--- src/rtl/legv8_mc_control_if.sv ---
// Memory handshake bundle between the multi-cycle controller and the
// instruction/data memories. The controller drives the requests, the
// memories answer with single-cycle acks.
interface legv8_mc_control_if;
   logic imem_req;
   logic imem_ack;
   logic dmem_req;
   logic dmem_we;
   logic dmem_ack;

   modport master (
      output imem_req,
      output dmem_req,
      output dmem_we,
      input  imem_ack,
      input  dmem_ack
   );

   modport slave (
      input  imem_req,
      input  dmem_req,
      input  dmem_we,
      output imem_ack,
      output dmem_ack
   );
endinterface

--- src/rtl/legv8_mc_control.sv ---
// Multi-cycle control FSM for the LEGv8 core.
// Sequences FETCH/DECODE/EXEC/MEM/WB, runs the memory req/ack handshakes with
// a wait-cycle limit that traps into an absorbing FAULT state, and counts
// retired instructions. Control outputs are decoded from the current state,
// the latched opcode and the ack/zero inputs of the current cycle, so an
// asynchronous reset silences them immediately.
module legv8_mc_control #(
   parameter int MEM_TIMEOUT = 16,
   parameter int CNT_W       = 32
) (
   input  logic                 clk,
   input  logic                 reset,
   input  logic                 en,
   input  logic [10:0]          opcode,
   input  logic                 alu_zero,
   legv8_mc_control_if.master   mem,
   output logic                 ir_write,
   output logic                 pc_write,
   output logic                 pc_src,
   output logic                 reg_write,
   output logic                 reg2_loc,
   output logic                 alu_src,
   output logic                 mem_to_reg,
   output logic [3:0]           alu_ctl,
   output logic [CNT_W-1:0]     retired,
   output logic                 illegal_op,
   output logic                 fault
);

   localparam int TW = (MEM_TIMEOUT < 2) ? 1 : $clog2(MEM_TIMEOUT);
   localparam logic [TW-1:0] WAIT_LAST = TW'(MEM_TIMEOUT - 1);

   localparam logic [10:0] OP_STUR = 11'h7C0;
   localparam logic [10:0] OP_LDUR = 11'h7C2;
   localparam logic [10:0] OP_SUBI = 11'h344;
   localparam logic [10:0] OP_SUB  = 11'h658;
   localparam logic [10:0] OP_ORR  = 11'h550;
   localparam logic [10:0] OP_ADDI = 11'h244;
   localparam logic [10:0] OP_ADD  = 11'h458;
   localparam logic [10:0] OP_AND  = 11'h450;
   localparam logic [10:0] OP_CBZ  = 11'h0B4;
   localparam logic [10:0] OP_CBNZ = 11'h0B5;
   localparam logic [10:0] OP_B    = 11'h005;
   localparam logic [10:0] OP_NOP  = 11'h000;

   localparam logic [3:0] ALU_ADD   = 4'b0010;
   localparam logic [3:0] ALU_SUB   = 4'b0110;
   localparam logic [3:0] ALU_AND   = 4'b0000;
   localparam logic [3:0] ALU_ORR   = 4'b0001;
   localparam logic [3:0] ALU_PASSB = 4'b0111;

   typedef enum logic [2:0] {
      S_IDLE,
      S_FETCH,
      S_DECODE,
      S_EXEC,
      S_MEM,
      S_WB,
      S_FAULT
   } state_t;

   state_t           state_q, state_d;
   logic [10:0]      op_q, op_d;
   logic [TW-1:0]    cnt_q, cnt_d;
   logic [CNT_W-1:0] retired_q, retired_d;
   logic             end_instr;
   logic             retire;
   logic             imem_req_o;
   logic             dmem_req_o;
   logic             dmem_we_o;

   function automatic logic is_known(input logic [10:0] op);
      case (op)
         OP_STUR, OP_LDUR, OP_SUBI, OP_SUB, OP_ORR, OP_ADDI,
         OP_ADD, OP_AND, OP_CBZ, OP_CBNZ, OP_B, OP_NOP: is_known = 1'b1;
         default:                                        is_known = 1'b0;
      endcase
   endfunction

   // Next-state, wait counter, opcode latch and retire bookkeeping.
   always_comb begin
      state_d   = state_q;
      op_d      = op_q;
      cnt_d     = cnt_q;
      retired_d = retired_q;
      end_instr = 1'b0;
      retire    = 1'b0;
      case (state_q)
         S_IDLE: begin
            if (en) begin
               state_d = S_FETCH;
               cnt_d   = '0;
            end
         end
         S_FETCH: begin
            if (mem.imem_ack) begin
               state_d = S_DECODE;
            end else if (cnt_q == WAIT_LAST) begin
               state_d = S_FAULT;
            end else begin
               cnt_d = cnt_q + TW'(1);
            end
         end
         S_DECODE: begin
            op_d = opcode;
            if (opcode == OP_NOP || !is_known(opcode)) begin
               end_instr = 1'b1;
            end else begin
               state_d = S_EXEC;
            end
         end
         S_EXEC: begin
            case (op_q)
               OP_LDUR, OP_STUR: begin
                  state_d = S_MEM;
                  cnt_d   = '0;
               end
               OP_CBZ, OP_CBNZ, OP_B: begin
                  end_instr = 1'b1;
                  retire    = 1'b1;
               end
               default: state_d = S_WB;
            endcase
         end
         S_MEM: begin
            if (mem.dmem_ack) begin
               if (op_q == OP_LDUR) begin
                  state_d = S_WB;
               end else begin
                  end_instr = 1'b1;
                  retire    = 1'b1;
               end
            end else if (cnt_q == WAIT_LAST) begin
               state_d = S_FAULT;
            end else begin
               cnt_d = cnt_q + TW'(1);
            end
         end
         S_WB: begin
            end_instr = 1'b1;
            retire    = 1'b1;
         end
         S_FAULT: state_d = S_FAULT;
         default: state_d = S_IDLE;
      endcase
      if (end_instr) begin
         state_d = en ? S_FETCH : S_IDLE;
         cnt_d   = '0;
      end
      if (retire) begin
         retired_d = retired_q + CNT_W'(1);
      end
   end

   // State, latched opcode, wait counter and retired count.
   always_ff @(posedge clk or posedge reset) begin
      if (reset) begin
         state_q   <= S_IDLE;
         op_q      <= '0;
         cnt_q     <= '0;
         retired_q <= '0;
      end else begin
         state_q   <= state_d;
         op_q      <= op_d;
         cnt_q     <= cnt_d;
         retired_q <= retired_d;
      end
   end

   // Datapath controls for the current state; everything idles low by default.
   always_comb begin
      imem_req_o = 1'b0;
      dmem_req_o = 1'b0;
      dmem_we_o  = 1'b0;
      ir_write   = 1'b0;
      pc_write   = 1'b0;
      pc_src     = 1'b0;
      reg_write  = 1'b0;
      reg2_loc   = 1'b0;
      alu_src    = 1'b0;
      mem_to_reg = 1'b0;
      alu_ctl    = ALU_AND;
      illegal_op = 1'b0;
      fault      = 1'b0;
      case (state_q)
         S_FETCH: begin
            imem_req_o = 1'b1;
            if (mem.imem_ack) begin
               ir_write = 1'b1;
               pc_write = 1'b1;
            end
         end
         S_DECODE: begin
            illegal_op = (opcode != OP_NOP) && !is_known(opcode);
         end
         S_EXEC: begin
            case (op_q)
               OP_ADD:  alu_ctl = ALU_ADD;
               OP_SUB:  alu_ctl = ALU_SUB;
               OP_AND:  alu_ctl = ALU_AND;
               OP_ORR:  alu_ctl = ALU_ORR;
               OP_ADDI, OP_LDUR, OP_STUR: begin
                  alu_ctl = ALU_ADD;
                  alu_src = 1'b1;
               end
               OP_SUBI: begin
                  alu_ctl = ALU_SUB;
                  alu_src = 1'b1;
               end
               OP_CBZ, OP_CBNZ: begin
                  alu_ctl  = ALU_PASSB;
                  reg2_loc = 1'b1;
                  pc_src   = 1'b1;
                  pc_write = (op_q == OP_CBZ) ? alu_zero : ~alu_zero;
               end
               OP_B: begin
                  pc_write = 1'b1;
                  pc_src   = 1'b1;
               end
               default: alu_ctl = ALU_AND;
            endcase
         end
         S_MEM: begin
            dmem_req_o = 1'b1;
            if (op_q == OP_STUR) begin
               dmem_we_o = 1'b1;
               reg2_loc  = 1'b1;
            end
         end
         S_WB: begin
            reg_write  = 1'b1;
            mem_to_reg = (op_q == OP_LDUR);
         end
         S_FAULT: fault = 1'b1;
         default: ;
      endcase
   end

   assign mem.imem_req = imem_req_o;
   assign mem.dmem_req = dmem_req_o;
   assign mem.dmem_we  = dmem_we_o;
   assign retired      = retired_q;

endmodule
--- src/flat_wrapper.sv ---
// flat-port wrapper written by rule: the top's interface ports become plain ports
module legv8_mc_control_flat 
#(
   parameter int MEM_TIMEOUT = 16,
   parameter int CNT_W       = 32
)
  (clk, reset, en, opcode, alu_zero, ir_write, pc_write, pc_src, reg_write, reg2_loc, alu_src, mem_to_reg, alu_ctl, retired, illegal_op, fault, mem_imem_req, mem_dmem_req, mem_dmem_we, mem_imem_ack, mem_dmem_ack);
  legv8_mc_control_if mem_i ();
  input  logic clk;
  input  logic reset;
  input  logic en;
  input  logic [10:0] opcode;
  input  logic alu_zero;
  output logic ir_write;
  output logic pc_write;
  output logic pc_src;
  output logic reg_write;
  output logic reg2_loc;
  output logic alu_src;
  output logic mem_to_reg;
  output logic [3:0] alu_ctl;
  output logic [CNT_W-1:0] retired;
  output logic illegal_op;
  output logic fault;
  output wire logic [$bits(mem_i.imem_req)-1:0] mem_imem_req;
  output wire logic [$bits(mem_i.dmem_req)-1:0] mem_dmem_req;
  output wire logic [$bits(mem_i.dmem_we)-1:0] mem_dmem_we;
  input wire logic [$bits(mem_i.imem_ack)-1:0] mem_imem_ack;
  input wire logic [$bits(mem_i.dmem_ack)-1:0] mem_dmem_ack;
  assign mem_imem_req = mem_i.imem_req;
  assign mem_dmem_req = mem_i.dmem_req;
  assign mem_dmem_we = mem_i.dmem_we;
  assign mem_i.imem_ack = mem_imem_ack;
  assign mem_i.dmem_ack = mem_dmem_ack;
  legv8_mc_control #(.MEM_TIMEOUT(MEM_TIMEOUT), .CNT_W(CNT_W)) u_core (.clk(clk), .reset(reset), .en(en), .opcode(opcode), .alu_zero(alu_zero), .mem(mem_i), .ir_write(ir_write), .pc_write(pc_write), .pc_src(pc_src), .reg_write(reg_write), .reg2_loc(reg2_loc), .alu_src(alu_src), .mem_to_reg(mem_to_reg), .alu_ctl(alu_ctl), .retired(retired), .illegal_op(illegal_op), .fault(fault));
endmodule
--- config.mk ---
export PLATFORM = sky130hd
export DESIGN_NAME = legv8_mc_control_flat
export DESIGN_NICKNAME = d
export VERILOG_FILES = /design/src/rtl/legv8_mc_control_if.sv /design/src/rtl/legv8_mc_control.sv /design/src/flat_wrapper.sv
export SDC_FILE = /design/constraint.sdc
export NUM_CORES = 1
export LEC_CHECK = 0
export BUFFER_PORTS_ARGS = -buffer_cell sky130_fd_sc_hd__buf_2
export CAP_MARGIN = 10
export CORE_AREA = 2 2 85 87
export CTS_BUF_LIST = sky130_fd_sc_hd__clkbuf_2
export DETAILED_ROUTE_END_ITERATION = 6
export DIE_AREA = 0 0 87 89
export GPL_TIMING_DRIVEN = 0
export PLACE_DENSITY = 0.66
export SLEW_MARGIN = 5
export SYNTH_ARGS = -nofsm -noshare
export SYNTH_HDL_FRONTEND = slang
export SYNTH_SLANG_ARGS = --single-unit
--- constraint.sdc ---
create_clock -name clk -period 2.7 [get_ports clk]
set_clock_uncertainty 0.1 [all_clocks]
set_input_delay 0.135 -clock clk [delete_from_list [all_inputs] [get_ports clk]]
set_output_delay 0.135 -clock clk [all_outputs]
set_load 0.01 [all_outputs]
==> flow_summary.rst <==
.. list-table::
   :header-rows: 1

   * - Metric
     - Value
   * - Number of vias after detailed routing
     - 2516
   * - Nets
     - 403
   * - Maximum number of pins on one net before global-route repair
     - 34
   * - Depth of the CTS H-tree
     - 2
   * - Tightest Hold Check Type
     - input pin to asynchronous set/reset pin
   * - Setup slack of the most critical reg-to-reg path
     - 390 ps
   * - Placed cell areas
     - 3390 um2
   * - Area fraction in and, or, nand and nor cells after synthesis
     - 0.260
   * - Post-synthesis instance area
     - 2960 um2
   * - Cell at the root of the clock tree
     - sky130_fd_sc_hd__clkbuf_2
   * - Number of violations reported at the end of detailed-routing iteration 0
     - 48
   * - Post-synth top flop
     - sky130_fd_sc_hd__dfrtp_1
   * - Post-DP HPWL
     - 4.98 mm
   * - # port buffers
     - 63
   * - Via count of the first global-routing pass
     - 2430
   * - Ratio of cells with drive above 1 in the final layout
     - 0.300
   * - DR pass1 iterations
     - 4
   * - Num ports
     - 65
   * - Max-cap viol count
     - 0
   * - Startpoint kind of the worst setup timing path
     - register
   * - RR Endpoint
     - u_core.cnt_q[3]
   * - Maximum VDD drop
     - 0.386 mV
   * - Multiplexer area fraction after synthesis
     - 0.0410
   * - Sequential cell area fraction in the yosys report
     - 0.423
   * - Maximum root-to-sink buffer count
     - 2
   * - Remaining number of nets flagged by the antenna check after routing
     - 0
   * - CTS Buf Count
     - 5
   * - Synthesized-area fraction occupied by xor and xnor cells
     - 0.0973
   * - Final std cell area, no fill
     - 3600 um2
   * - Antenna violations before repair
     - 0
   * - Biggest area contributors in the synthesized netlist
     - sky130_fd_sc_hd__dfrtp_1, sky130_fd_sc_hd__xnor2_1, sky130_fd_sc_hd__xor2_1, sky130_fd_sc_hd__mux2_2, sky130_fd_sc_hd__nand2_1
   * - Initial Utilization
     - 0.440
   * - Instance count of the mapped netlist
     - 297
   * - Number of synthesized flops with an enable pin
     - 0
   * - Final hold violations
     - 0
   * - Final critical path time including I/O delays and setup
     - 2430 ps
   * - Status
     - completed
   * - Critical path capture point type
     - output port
   * - Required time of the critical path
     - 2470 ps
   * - Gp weighted congestion
     - 0.801
   * - Wire length of the first global-routing pass
     - 11.4 mm
   * - DRC violations left
     - 0
   * - Proportion of synthesized flip-flops having asynchronous set or reset
     - 1.00
   * - Worst reg2reg path startpoint
     - u_core.cnt_q[0]
   * - Vias per cell
     - 5.43
   * - Worst-case hold slack
     - 110 ps
   * - Wire per inst
     - 14.7 um
   * - Antenna diodes
     - 0
   * - DIE WIDTH
     - 87 um
   * - Most frequent cells after synthesis
     - sky130_fd_sc_hd__dfrtp_1, sky130_fd_sc_hd__nand2_1, sky130_fd_sc_hd__nor2_1
   * - Pleak
     - 1.66 nW
   * - Library cell occupying the most area in the post-synthesis netlist
     - sky130_fd_sc_hd__dfrtp_1
   * - Post-synthesis to final-layout area growth
     - 21.6%
   * - Unique masters post-synth
     - 69
   * - Post-route fraction of the period consumed by the critical path
     - 0.901
   * - Fin Setup TNS
     - 0 ps
   * - Worst-path maximum fanout
     - 7
   * - Routed WL
     - 6.83 mm
   * - TritonCTS clock tree
     - yes
   * - Post-synth top area share
     - 0.423
   * - Syn nets
     - 318
   * - Pins Over Slew Limit
     - 0
   * - Clock slew at reported path FFs
     - 260 ps
   * - Number of placement rows
     - 30
   * - Power per cell area
     - 667 nW/um2
   * - Number of fillers in the final layout
     - 602
   * - Die Area
     - 7740 um2
   * - Worst-margin pin slew
     - 505 ps
   * - Die height
     - 89 um
   * - CORE AREA
     - 6720 um2
   * - Share of the synthesized area in compound gates (AO/OA/AOI/OAI)
     - 0.123
   * - Crit path kind
     - register to output port
   * - Number of cells on the worst reg-to-reg path
     - 6
   * - Relative slew slack
     - 0.663
   * - Clock latency at the later pin of the worst-skew pair
     - 440 ps
   * - Area share of fa/ha/maj cells after synthesis
     - 0.0169
   * - Number of setup violations in the final report
     - 0
   * - Synth warnings
     - 0
   * - Fmax achieved
     - 411 MHz
   * - Total design power
     - 2.40 mW
   * - Dominant cell by count in the synthesized netlist
     - sky130_fd_sc_hd__dfrtp_1
   * - Critical path arrival
     - 2200 ps
   * - Avg Cell Area, Syn
     - 9.96 um2
   * - Global routing usage summed across all routing layers
     - 0.185
   * - Unrepaired setup endpoints after global routing
     - no
   * - FF+latch count, synth
     - 50
   * - Main combinational cell family by area after synthesis
     - simple AND/OR/NAND/NOR gates
   * - Grt total ovfl
     - 0
   * - Number of sinks driven by the clock tree
     - 50
-- routing by layer --
| metal | vias to the layer above | global-route usage | routed length (um) |
|---|---|---|---|
| li1 | 1228 | - | - |
| met1 | 1224 | 0.235 | 3120 |
| met2 | 56 | 0.328 | 3410 |
| met3 | 8 | 0.0360 | 241 |
| met4 | 0 | 0.0426 | 62 |
| met5 | - | 0 | 0 |
-- kinds of logic after synthesis --
group,Yosys count
buffers and inverters,22
adders and majority gates,4
xor gates and xnor gates,32
and+or+nand+nor,128
muxes,11
AOI/OAI and AO/OA,49
other,1
DFF,50
-- worst max path at each step --
| stage | from | to | slack, ps | cells past startpoint |
|---|---|---|---|---|
| after floorplan | u_core.cnt_q[0] | u_core.cnt_q[3] | 590 | 6 |
| after global placement | u_core.state_q[2] | u_core.state_q[2] | 400 | 6 |
| after detailed placement | u_core.op_q[1] | u_core.retired[19] | 380 | 6 |
| after CTS | u_core.op_q[1] | alu_ctl[1] | 140 | 7 |
| after global routing | u_core.op_q[1] | pc_write | 10 | 5 |
| final | u_core.op_q[1] | reg2_loc | 270 | 6 |
-- stage by stage --
step	util	instances	setup WS, ps
after floorplan	-	297	590
after global placement	0.502	440	404
after detailed placement	0.505	441	382
after CTS	0.531	462	140
after global routing	0.535	463	9.95
final	0.535	463	269
-- registers in the layout (all words and copies together) (netlist names) --
signal	count
u_core.cnt_q	4
u_core.op_q	11
u_core.retired	32
u_core.state_q	3
-- worst max-delay path, cell delays in order, from the launching register on --
cell,delay (ps)
sky130_fd_sc_hd__dfrtp_1,540
sky130_fd_sc_hd__nor4_2,330
sky130_fd_sc_hd__and3_1,240
sky130_fd_sc_hd__nand4_1,220
sky130_fd_sc_hd__buf_4,220
sky130_fd_sc_hd__o31ai_1,50
sky130_fd_sc_hd__buf_2,170
-- power breakdown --
part | switching, mW | internal (mW)
combinational | 0.555 | 0.461
sequential | 0.179 | 0.887
clock | 0.255 | 0.0638
total | 0.989 | 1.41
-- final cells by class --
cell class / count / area, um2 / share of cell area
buffer: 8 / 58.8 / 0.0164
clock buffer: 5 / 25.0 / 0.00696
clock inverter: 3 / 21.3 / 0.00592
inverter: 14 / 52.6 / 0.0146
multi-input combinational: 225 / 1610 / 0.449
sequential: 50 / 1250 / 0.348
tap: 80 / 100 / 0.0278
timing repair buffer: 78 / 473 / 0.132
-- cells in the final DEF (no fill, tap or decap), drive strengths merged, types with 2 or more instances in the layout --
cell type and instances:
o211ai 2, and4bb 2, nor3 11, a31oi 3
nand3 10, clkbuf 7, clkinv 2, nor3b 3
o22ai 2, mux2i 2, o21a 2, nor4b 2
and3b 2, nor2b 5, and2 2, ha 4
and3 5, o21ai 21, nor2 26, inv 14
a21boi 5, nand2 27, a211oi 2, xnor2 18
xor2 14, nand4 15, nor4 4, a21oi 3
dlygate4sd3 13, or3 3, mux2 9, dfrtp 50
and4 2, buf 71
-- what timing repair did --
action	CTS	global route
hold buffers	13	0
endpoints found under the hold margin	62	0
gates resized for setup	0	3
setup buffers	0	1
setup endpoints to repair	0	4
Note: power is estimated with default switching activity, not from simulation.
